## config.mk

```make
export PLATFORM = sky130hd
export DESIGN_NAME = tdc_coarse_ctrl
export DESIGN_NICKNAME = d
export VERILOG_FILES = /design/src/rtl/tdc_pkg.sv /design/src/rtl/tdc_timeout_cnt.sv /design/src/rtl/tdc_coarse_ctrl.sv
export SDC_FILE = /design/constraint.sdc
export NUM_CORES = 1
export LEC_CHECK = 0
export ABC_AREA = 1
export CORE_MARGIN = 2
export CORE_UTILIZATION = 30
export CTS_CLUSTER_SIZE = 20
export DETAILED_ROUTE_END_ITERATION = 10
export PLACE_DENSITY = 0.6
export SETUP_SLACK_MARGIN = 0.02
export SYNTH_ARGS = -nofsm -noshare
export SYNTH_HDL_FRONTEND = slang
export SYNTH_SLANG_ARGS = --single-unit
```

## constraint.sdc

```tcl
create_clock -name clk -period 4 [get_ports clk]
set_input_delay 0.8 -clock clk [delete_from_list [all_inputs] [get_ports clk]]
set_output_delay 0.8 -clock clk [all_outputs]
set_load 0.03 [all_outputs]
```

## src/rtl/tdc_pkg.sv

```systemverilog
`default_nettype none
// ----------------------------------------------------------------------------
// tdc_pkg : shared state type and default sizing for the TDC coarse sequencer.
// Rev 1.0
// ----------------------------------------------------------------------------
package tdc_pkg;

  localparam int c_DIG_DEFAULT     = 10;
  localparam int c_TIMEOUT_DEFAULT = 1000;

  typedef enum logic [2:0] {
    S_IDLE  = 3'd0,
    S_ARMED = 3'd1,
    S_RUN   = 3'd2,
    S_STORE = 3'd3,
    S_LATCH = 3'd4,
    S_VALID = 3'd5
  } state_e;

endpackage
`default_nettype wire

```

## src/rtl/tdc_timeout_cnt.sv

```systemverilog
`default_nettype none
// ----------------------------------------------------------------------------
// tdc_timeout_cnt : mirror of the coarse counter, flags the last count before
// a forced stop. Rev 1.0
// ----------------------------------------------------------------------------
module tdc_timeout_cnt
  import tdc_pkg::*;
#(
  parameter int C_DIG = c_DIG_DEFAULT,
  parameter int LIMIT = c_TIMEOUT_DEFAULT
) (
  input  logic clk,
  input  logic rst,
  input  logic i_clr,
  input  logic i_ce,
  output logic o_at_limit
);

  localparam logic [C_DIG-1:0] c_LAST = C_DIG'(LIMIT - 1);

  logic [C_DIG-1:0] r_count;

  // Cleared together with the real counter so both always hold the same value.
  always_ff @(posedge clk) begin
    if (rst || i_clr) begin
      r_count <= '0;
    end else if (i_ce) begin
      r_count <= r_count + C_DIG'(1);
    end
  end

  assign o_at_limit = i_ce && (r_count == c_LAST);

endmodule
`default_nettype wire

```

## src/rtl/tdc_coarse_ctrl.sv

```systemverilog
`default_nettype none
// ----------------------------------------------------------------------------
// tdc_coarse_ctrl : arms, runs, stops and reads out one coarse TDC measurement.
// Rev 1.0
// ----------------------------------------------------------------------------
module tdc_coarse_ctrl
  import tdc_pkg::*;
#(
  parameter int C_DIG   = c_DIG_DEFAULT,
  parameter int TIMEOUT = c_TIMEOUT_DEFAULT
) (
  input  logic             clk,
  input  logic             iRst,
  input  logic             iArm,
  input  logic             iStart,
  input  logic             iStop,
  input  logic             iAbort,
  input  logic [C_DIG-1:0] iCoarse,
  input  logic             iReady,
  output logic             oCntRst,
  output logic             oCntCE,
  output logic             oCntStore,
  output logic             oValid,
  output logic [C_DIG-1:0] oData,
  output logic             oTimeout,
  output logic             oBusy
);

  state_e r_state;
  state_e w_next;
  logic   r_to_flag;
  logic   w_at_limit;

  tdc_timeout_cnt #(
    .C_DIG (C_DIG),
    .LIMIT (TIMEOUT)
  ) u_mirror (
    .clk        (clk),
    .rst        (iRst),
    .i_clr      (oCntRst),
    .i_ce       (oCntCE),
    .o_at_limit (w_at_limit)
  );

  always_comb begin
    w_next = r_state;
    case (r_state)
      S_IDLE: begin
        if (iArm) w_next = S_ARMED;
      end
      S_ARMED: begin
        if (iAbort)                w_next = S_IDLE;
        else if (iStart && iStop)  w_next = S_STORE;
        else if (iStart)           w_next = S_RUN;
      end
      S_RUN: begin
        if (iAbort)                    w_next = S_IDLE;
        else if (iStop || w_at_limit)  w_next = S_STORE;
      end
      S_STORE: begin
        w_next = iAbort ? S_IDLE : S_LATCH;
      end
      S_LATCH: begin
        w_next = iAbort ? S_IDLE : S_VALID;
      end
      S_VALID: begin
        if (iReady) w_next = S_IDLE;
      end
      default: w_next = S_IDLE;
    endcase
  end

  // Counter controls are decoded from the next state so they change on the
  // same edge as the state; reset is only ever asserted in IDLE/ARMED, which
  // keeps it disjoint from both enable and store.
  always_ff @(posedge clk) begin
    if (iRst) begin
      r_state   <= S_IDLE;
      r_to_flag <= 1'b0;
      oCntRst   <= 1'b1;
      oCntCE    <= 1'b0;
      oCntStore <= 1'b0;
      oValid    <= 1'b0;
      oData     <= '0;
      oTimeout  <= 1'b0;
      oBusy     <= 1'b0;
    end else begin
      r_state   <= w_next;
      oCntRst   <= (w_next == S_IDLE) || (w_next == S_ARMED);
      oCntCE    <= (w_next == S_RUN);
      oCntStore <= (w_next == S_STORE);
      oValid    <= (w_next == S_VALID);
      oBusy     <= (w_next != S_IDLE);

      if ((r_state == S_RUN) && (w_next == S_STORE)) begin
        r_to_flag <= w_at_limit && !iStop;
      end else if ((r_state == S_ARMED) && (w_next == S_STORE)) begin
        r_to_flag <= 1'b0;
      end

      // The counter's stored register settled at the end of STORE.
      if ((r_state == S_LATCH) && (w_next == S_VALID)) begin
        oData    <= iCoarse;
        oTimeout <= r_to_flag;
      end
    end
  end

endmodule
`default_nettype wire
```

==> flow_summary.toml <==
[status]
status = "finished, final reports clean"

[die]
die-area_mm2 = 0.004685
fp.dieH_um = 68.45
core_mm2 = 0.004000
die_w_um = 68.45
pin_count = 33
start_util_pct = 31.15
rows = 23

[layout]
nFillCells = 416
area_growth_syn_to_layout_pct = 36.14
final_util_pct = 42.41
top_regs = "oData x10, u_mirror.r_count x10, r_state x3"
diodes = 0
final_area_mm2 = 0.001697
regArea_um2 = 600.6
multi_input_area_um2 = 518.0
drive_gt1_share_pct = 9.950
nets = 219

[power]
pwr-share-seq_pct = 53.7
p_per_area_mw_per_mm2 = 333.2
peakVddDrop_mv = 0.2142
power.switching_w = 0.0001266
p_clk_share_pct = 39.4
p_leak_nw = 0.6197
combPwrFrac_pct = 6.9
intPower_w = 0.0004388
p_total_w = 0.0005654
swShare_pct = 22.39

[synthesis]
synth.top_cell.area_share_pct = 48.19
synth-seq-area-share_pct = 48.19
ys_ff_latch = 30
netlist_instances = 165
syn_avg_cell_area_um2 = 7.553
synth-edff-count = 0
synth_cell_types = 22
synthTopCellsByCount = "dfxtp_1 (30), inv_1 (30), nand2_1 (23), a21oi_1 (18), nor2_1 (18)"
syn-num-nets = 183
yosysTopAreaCell = "dfxtp_1"
synthArstFlopShare_pct = 0
yosys_warnings = 0
synth_top_flop_cell = "dfxtp_1"
yosys-top-cells-area = "dfxtp_1 (48%), inv_1 (9.0%), a21oi_1 (7.2%)"
syn_area_mm2 = 0.001246

[cts]
cts.reportedPaths.clkPinSlew_ns = 0.06
cts_setup_buffers = 0
cts_sinks = 30
cts_tree = "yes"
h-tree-depth = 2
root_buffer = "clkbuf_8"
holdBufCountCts = 0
cts-resized-gates = 0
insertion_delay_ns = 0.28
cts_buffer_depth = 2
numCtsBuffers = 5

[timing]
worst_slew_pin_slew_ns = 0.5681
hold_slack_ns = 0.4438
period_share_pct = 57.35
rsz0062_at_grt = "no"
setup_viol = 0
finalMaxSlewViolations = 0
fmax_mhz = 435.9
min_period_ns = 2.294
clock_skew_ns = 0.003451
finalSetupTns_ns = 0
hold_viol_final = 0
maxSlewHeadroom_pct = 61.98

[worst_setup_path]
slowest_stage = "clkdlybuf4s50_1"
crit_chain = "clkdlybuf4s50_1"
worstSetupStartpointType = "flip-flop"
reg2reg_from = "r_state[1]$_SDFF_PP0_"
path_class = "reg -> out"
crit_required_ns = 3.20
crit_cells = 1
crit_arrival_ns = 1.49
cpLargestDelayFamily = "buffers and inverters"
critPathLaunch = "oCntCE$_SDFF_PP0_"
r2r_slack_ns = 2.47
rr_worst_depth = 8
cp-end-kind = "primary output"
path_max_fanout = 8
max_stage_delay_ns = 0.73
cp_num_buf_inv = 1

[route]
wirelength_um = 2555
drc = 0
final_antenna_net_count = 0
wl_per_cell_um = 10.18
drt_pass1_iterations = 4
vias = 1080
first_iter_violations = 44
drt-vias-per-instance = 4.303

[place]
dp_hpwl_um = 1925
io_buffer_count = 32
post_dp_cell_area_mm2 = 0.001618
place.gp.congestion = 0.8086

[hold_path]
min_from = "oData[4]$_SDFFE_PP0P_"
whs_path_depth = 2
min_path_type = "reg -> reg"

[global_route]
grt-ovfl-total = 0
grt_pass1_wl_um = 4271
grt_max_degree = 25
grt_use_total_pct = 12.77
antenna_found_initial = 0
grt_pass1_vias = 971

[run]
drv_cap = 0
-- layer usage --
layer / vias to the layer above / GRT usage, % / part of all wire, %
met5: - / 0 / 0
met4: 0 / 6.750 / 2.6
met3: 7 / 5.757 / 4.0
met2: 15 / 19.23 / 47
met1: 458 / 15.11 / 46
li1: 600 / - / -
-- layout by cell type, fill, tap and decap left out, drive strengths merged --
cell            n
nand2          27
o211ai          1
xor2            1
inv            31
a31oi           1
ha              1
o21ai          15
nand3           7
nor3            5
clkbuf          5
clkinv          2
nor4            1
o221a           1
clkdlybuf4s50  32
dfxtp          30
a21oi          20
nor2           21
-- power by group through the flow --
stage | logic (W) | clock network [W] | registers [W]
finish | 0.0000390 | 0.000223 | 0.000304
global route | 0.0000437 | 0.000248 | 0.000303
CTS | 0.0000393 | 0.000233 | 0.000303
detailed placement | 0.0000392 | 0 | 0.000310
global placement | 0.0000390 | 0 | 0.000310
floorplan | 0.0000133 | 0 | 0.000313
-- stage by stage --
step / instances / setup slack [ns]
final: 251 / 1.706
after global routing: 251 / 1.624
after CTS: 251 / 1.686
after detailed placement: 244 / 1.628
after global placement: 244 / 1.664
after floorplan: 165 / 2.456
-- final timing paths --
check,to
worst max-delay path,oCntCE
worst min-delay path,oData[4]$_SDFFE_PP0P_
worst max register to register,r_to_flag$_SDFFE_PP0P_
worst min register to register,oData[4]$_SDFFE_PP0P_
-- kinds of logic (layout without fill, tap and decap cells) --
group	after synthesis	after routing	synth area share, %
adders and majority gates	1	1	1.004
and+or+nand+nor	61	61	23.19
buffers and inverters	34	70	10.24
AOI/OAI and AO/OA	38	38	16.67
xor gates and xnor gates	1	1	0.7029
DFF	30	30	48.19
-- final cells by class --
| class | count | share of cell area (%) |
|---|---|---|
| clock inverters | 2 | 0.5900 |
| flip-flops and latches | 30 | 35.40 |
| multi-input cells | 101 | 30.53 |
| inverters | 31 | 6.858 |
| repair buffers | 32 | 18.88 |
| well taps | 50 | 3.687 |
| clock buffers | 5 | 4.056 |
Note: power is estimated with default switching activity, not from simulation.
